[src/rtl/simple_bus_pkg.sv]
// Shared types and default widths for the simple_bus slave controller.
//   mode_e  : command opcode carried on the mode lines
//   state_e : controller FSM states
package simple_bus_pkg;

    localparam int unsigned DEF_AW = 8;
    localparam int unsigned DEF_DW = 8;

    typedef enum logic [1:0] {
        MODE_READ  = 2'b00,
        MODE_WRITE = 2'b01,
        MODE_INC   = 2'b10,
        MODE_RSVD  = 2'b11
    } mode_e;

    typedef enum logic [1:0] {
        IDLE  = 2'b00,
        GRANT = 2'b01,
        BUSY  = 2'b10
    } state_e;

endpackage

[src/rtl/simple_bus_regfile.sv]
// Local storage for the slave: 2**AW x DW array, one synchronous write port
// and one asynchronous read port sharing a single address.
//   clk   : write clock
//   we    : write enable
//   addr  : read/write address
//   wdata : write data
//   rdata : combinational read data at addr
// Contents are intentionally not reset.
module simple_bus_regfile #(
    parameter int unsigned AW = 8,
    parameter int unsigned DW = 8
) (
    input  logic          clk,
    input  logic          we,
    input  logic [AW-1:0] addr,
    input  logic [DW-1:0] wdata,
    output logic [DW-1:0] rdata
);

    localparam int unsigned DEPTH = 1 << AW;

    logic [DW-1:0] mem [DEPTH];

    // Synchronous write port
    always_ff @(posedge clk) begin
        if (we) begin
            mem[addr] <= wdata;
        end
    end

    // Asynchronous read port
    assign rdata = mem[addr];

endmodule

[src/rtl/simple_bus_slave_ctrl.sv]
// Slave-side controller for simple_bus: grants the requesting master, accepts
// start/addr/mode/wdata commands, waits WAIT_STATES cycles, then performs a
// read / write / increment on the local register file and pulses rdy.
//   clk, rst_n : clock, asynchronous active-low reset
//   req / gnt  : bus request in, registered grant out
//   start      : command strobe (honoured only in GRANT)
//   addr, mode, wdata : command payload, sampled with start
//   rdata, rdy : result data and one-cycle completion pulse
//   busy       : high while a command is in flight
//   err        : (only with SIMPLE_BUS_SLAVE_ERR_EN) error pulse alongside rdy
//                for reserved opcode or addresses in the reserved top page
module simple_bus_slave_ctrl
    import simple_bus_pkg::*;
#(
    parameter int unsigned AW          = DEF_AW,
    parameter int unsigned DW          = DEF_DW,
    parameter int unsigned WAIT_STATES = 1
) (
    input  logic          clk,
    input  logic          rst_n,
    input  logic          req,
    output logic          gnt,
    input  logic          start,
    input  logic [AW-1:0] addr,
    input  logic [1:0]    mode,
    input  logic [DW-1:0] wdata,
    output logic [DW-1:0] rdata,
    output logic          rdy,
`ifdef SIMPLE_BUS_SLAVE_ERR_EN
    output logic          err,
`endif
    output logic          busy
);

    localparam int unsigned CW = 4;
`ifdef SIMPLE_BUS_SLAVE_ERR_EN
    localparam int unsigned DEPTH_LIMIT = (1 << AW) - 16;
`endif

    state_e        state_q, state_d;
    logic [CW-1:0] cnt_q, cnt_d;
    logic [AW-1:0] addr_q, addr_d;
    mode_e         mode_q, mode_d;
    logic [DW-1:0] wdata_q, wdata_d;
    logic          gnt_q, gnt_d;
    logic          rdy_q, rdy_d;
    logic [DW-1:0] rdata_q, rdata_d;
    logic          busy_q, busy_d;
    logic          err_q, err_d;

    logic          we_c;
    logic [DW-1:0] wr_data_c;
    logic [DW-1:0] rd_data_c;

    simple_bus_regfile #(
        .AW (AW),
        .DW (DW)
    ) u_regfile (
        .clk   (clk),
        .we    (we_c),
        .addr  (addr_q),
        .wdata (wr_data_c),
        .rdata (rd_data_c)
    );

    // State, latched command and registered outputs
    always_ff @(posedge clk or negedge rst_n) begin
        if (!rst_n) begin
            state_q <= IDLE;
            cnt_q   <= '0;
            addr_q  <= '0;
            mode_q  <= MODE_READ;
            wdata_q <= '0;
            gnt_q   <= 1'b0;
            rdy_q   <= 1'b0;
            rdata_q <= '0;
            busy_q  <= 1'b0;
            err_q   <= 1'b0;
        end else begin
            state_q <= state_d;
            cnt_q   <= cnt_d;
            addr_q  <= addr_d;
            mode_q  <= mode_d;
            wdata_q <= wdata_d;
            gnt_q   <= gnt_d;
            rdy_q   <= rdy_d;
            rdata_q <= rdata_d;
            busy_q  <= busy_d;
            err_q   <= err_d;
        end
    end

    // Next-state, command execution and output decode
    always_comb begin
        state_d   = state_q;
        cnt_d     = cnt_q;
        addr_d    = addr_q;
        mode_d    = mode_q;
        wdata_d   = wdata_q;
        gnt_d     = gnt_q;
        rdy_d     = 1'b0;
        rdata_d   = rdata_q;
        err_d     = 1'b0;
        we_c      = 1'b0;
        wr_data_c = wdata_q;

        case (state_q)
            IDLE: begin
                if (req) begin
                    state_d = GRANT;
                    gnt_d   = 1'b1;
                end
            end
            GRANT: begin
                if (!req) begin
                    state_d = IDLE;
                    gnt_d   = 1'b0;
                end else if (start) begin
                    addr_d  = addr;
                    mode_d  = mode_e'(mode);
                    wdata_d = wdata;
                    cnt_d   = CW'(WAIT_STATES);
                    state_d = BUSY;
                end
            end
            BUSY: begin
                if (cnt_q != '0) begin
                    cnt_d = cnt_q - CW'(1);
                end else begin
                    rdy_d = 1'b1;
                    case (mode_q)
                        MODE_READ: begin
                            rdata_d = rd_data_c;
                        end
                        MODE_WRITE: begin
                            we_c      = 1'b1;
                            wr_data_c = wdata_q;
                            rdata_d   = wdata_q;
                        end
                        MODE_INC: begin
                            // Natural DW-bit wrap: all-ones increments to zero
                            we_c      = 1'b1;
                            wr_data_c = rd_data_c + DW'(1);
                            rdata_d   = rd_data_c;
                        end
                        default: begin
                            rdata_d = '0;
`ifdef SIMPLE_BUS_SLAVE_ERR_EN
                            err_d   = 1'b1;
`endif
                        end
                    endcase
`ifdef SIMPLE_BUS_SLAVE_ERR_EN
                    // Reserved top page: no storage access, return zero
                    if (addr_q >= AW'(DEPTH_LIMIT)) begin
                        we_c    = 1'b0;
                        rdata_d = '0;
                        err_d   = 1'b1;
                    end
`endif
                    if (req) begin
                        state_d = GRANT;
                    end else begin
                        state_d = IDLE;
                        gnt_d   = 1'b0;
                    end
                end
            end
            default: begin
                state_d = IDLE;
                gnt_d   = 1'b0;
            end
        endcase

        busy_d = (state_d == BUSY);
    end

    assign gnt   = gnt_q;
    assign rdy   = rdy_q;
    assign rdata = rdata_q;
    assign busy  = busy_q;
`ifdef SIMPLE_BUS_SLAVE_ERR_EN
    assign err   = err_q;
`else
    logic unused_err;
    assign unused_err = err_q;
`endif

endmodule
[config.mk]
export PLATFORM = sky130hd
export DESIGN_NAME = simple_bus_slave_ctrl
export DESIGN_NICKNAME = d
export VERILOG_FILES = /design/src/rtl/simple_bus_pkg.sv /design/src/rtl/simple_bus_regfile.sv /design/src/rtl/simple_bus_slave_ctrl.sv
export SDC_FILE = /design/constraint.sdc
export NUM_CORES = 2
export LEC_CHECK = 0
export ABC_AREA = 0
export CORE_ASPECT_RATIO = 0.6
export CORE_UTILIZATION = 50
export CTS_CLUSTER_SIZE = 8
export DETAILED_ROUTE_END_ITERATION = 7
export PLACE_DENSITY_LB_ADDON = 0.12
export SYNTH_ARGS = -nofsm -noshare
export SYNTH_HDL_FRONTEND = slang
export SYNTH_SLANG_ARGS = --single-unit
[constraint.sdc]
create_clock -name clk -period 31.7 [get_ports clk]
set_input_delay 7.925 -clock clk [delete_from_list [all_inputs] [get_ports clk]]
set_output_delay 7.925 -clock clk [all_outputs]
set_load 0.01 [all_outputs]
==> metrics <==
outcome=complete, no violations; worst-path maximum fanout=3; CORE AREA=0.162 mm²; Final Hold Viols=0; Post-Syn Area=0.0819 mm²; CTS tree=yes; Crit path depth=1; Antenna Nets Post-Route=0; Layout Nets=4234; Layout area overhead=12.9%; most common cell after layout, fill and taps aside=edfxtp_1; RSZ-0062 raised after global routing=no; Post-synth EDFFs=2048; Die Ht=316 µm; I/O Buffers=32; gr ovfl total=0; Max Freq=104 MHz; Worst-Margin Slew=1440 ps; worst skew pair latency=850 ps; clock sinks=2083; syn avg cell area=20.5 µm²; crit path to=gnt; R2R Path End=u_regfile.mem[142][2]$_DFFE_PP_; hpwl dp=148 mm; Clock Skew=59.4 ps; fraction of layout cells with a size suffix above 1=22.2%; Clk pin slew, worst setup/hold paths=50 ps; Final Cycle Share=30.4%; post-synthesis async set-or-reset flop share=1.68%; Hold-fix buffers, CTS=0; WL per Instance=37.9 µm; DR vias=43100; I/O pin cnt=33; initial antenna violation count=15; worst-case reg-to-reg path depth=15; Post-Route WL=243 mm; total track usage=29.4%; fill cell count=11800; clock buffer depth=4; Critical Path, Cell by Cell=clkdlybuf4s50_1; R2R setup slack=22080 ps; WHS=482 ps; RD Place Congestion=0.935; post-route setup TNS=0 ps; met2 Track Usage GR=38.3%; Post-Syn Instances=3998; leakage=29.2 nW; most used routing layer=met1; VDD IR-drop max=0.121 mV; worst path buffer plus inverter count=1; Final Max Tran Viols=0; cell row count=114; leading cell types in the layout, fill and taps excluded=edfxtp_1 (2048), mux4_2 (430), clkbuf_16 (307); met3 global-route usage=10.0%; library cells used by synthesis=78; Die Area=0.166 mm²; H-tree levels=5; TritonCTS buffer count=302; post-CTS sizing=0; Worst setup SP type=flip-flop; CP startpoint=gnt$_DFFE_PN0P_; Detailed Routing Iterations Pass 1=6; Slew headroom=3.36%; met1 Usage GRT=46.2%; Layout Cells excl Fill=6402; Critical Path Max Stage Delay=540 ps; Post-CTS Setup Inserts=0; Slowest cell on crit path=clkdlybuf4s50_1; post-synthesis sequential element count=2083; main flop type after synthesis=edfxtp_1; Die X-Extent=525 µm; Final Critical Period=9640 ps; Cells after DPL=6042; Synth Warn #=0; Power Dens Cells=101 mW/mm²; vias in the first global route=40800; WS Path Type=reg -> out; first-pass GRT wire length=335 mm; crit-path leading delay family=buffers and inverters; Syn Nets=4031; starting density of the core=50.6%; final core utilization=57.1%; DR iter-0 viols=6613; post-synthesis sequential area ratio=76.1%; DR vias/cell=6.73; required time worst endpoint=23780 ps; residual DRC count=0; Reg-to-Reg Start=addr_q[0]$_DFFE_PN0P_; HP Start=rdata[4]$_DFFE_PN0P_; Worst Path Arrival=1710 ps; final setup fails=0; CP endpoint kind=output pin; max_cap viols=0; min-delay worst type=reg -> reg; Root Buffer=clkbuf_16; pin count of the biggest net entering global routing=256
kinds of logic after synthesis:
group                      share of synthesized area, %
AOI/OAI and AO/OA                                  3.24
and+or+nand+nor                                    3.31
muxes                                              15.2
buffers and inverters                              1.97
adders and majority gates                         0.168
xor gates and xnor gates                         0.0321
DFF                                                76.1
metal layers:
metal	vias up	part of all wire (%)
met2	2878	40
li1	16900	-
met3	430	14
met4	12	2.9
met1	22900	43
met5	-	0.14
through the flow:
| stage | setup slack [ps] | instance area, µm² | power (mW) |
|---|---|---|---|
| floorplan | 16060 | 81900 | 5.49 |
| global placement | 21890 | 84500 | 6.48 |
| detailed placement | 21950 | 84500 | 6.51 |
| CTS | 22020 | 92400 | 9.30 |
| global route | 21530 | 92500 | 9.57 |
| finish | 22060 | 92500 | 9.35 |
power by group:
part | switching (mW) | internal [mW] | total, mW | leakage (nW)
clock network | 1.11 | 1.71 | 2.83 | 3.91
logic | 2.07 | 0.890 | 2.96 | 6.36
registers | 0.0789 | 3.49 | 3.56 | 18.9
sequential cells by signal, indices dropped and copies added (netlist names):
name,cells
rdata,8
rdy,1
state_q,2
u_regfile.mem,2048
cnt_q,4
gnt,1
busy,1
wdata_q,8
mode_q,2
addr_q,8
worst min-delay path by stage:
stage	cells after the start	slack, ps	to
final	2	480	rdata[4]$_DFFE_PN0P_
after global routing	2	500	rdata[0]$_DFFE_PN0P_
after CTS	2	480	rdata[0]$_DFFE_PN0P_
after detailed placement	2	470	rdata[0]$_DFFE_PN0P_
after global placement	2	470	rdata[0]$_DFFE_PN0P_
after floorplan	1	500	wdata_q[1]$_DFFE_PN0P_
Yosys cell counts (all sizes together), types with 4 or more instances:
cell type | instances | share of area (%)
mux2i | 187 | 2.3
a211oi | 21 | 0.20
nand3b | 5 | 0.046
a31oi | 20 | 0.15
o211ai | 12 | 0.11
ha | 11 | 0.17
or3b | 4 | 0.043
nor4 | 5 | 0.038
nand4 | 19 | 0.15
a2111oi | 13 | 0.17
a21oi | 54 | 0.33
a22oi | 126 | 1.2
mux4 | 448 | 12
nor2 | 296 | 1.4
o311ai | 6 | 0.073
o41ai | 5 | 0.063
nor4b | 5 | 0.053
nand2b | 10 | 0.076
inv | 16 | 0.073
and2 | 11 | 0.084
o22ai | 28 | 0.21
and3 | 12 | 0.092
buf | 153 | 1.5
o31ai | 5 | 0.052
nor3 | 17 | 0.11
mux2 | 34 | 0.47
clkbuf | 87 | 0.40
nand3 | 46 | 0.28
a211o | 4 | 0.043
a221oi | 12 | 0.13
edfxtp | 2048 | 75
o21ai | 30 | 0.18
nor2b | 23 | 0.18
dfrtp | 35 | 1.1
nand2 | 136 | 0.62
a22o | 12 | 0.13
area by class of cell:
cell class	count	area, µm²	area share [%]
antenna	5	12.5	0.0135
clock buffer	336	7790	8.43
clock inverter	18	194	0.210
inverter	16	62.6	0.0677
multi-input combinational	1659	18100	19.6
sequential	2083	62400	67.5
tap	2146	2690	2.90
timing repair buffer	139	1190	1.29
Note: power is estimated with default switching activity, not from simulation.
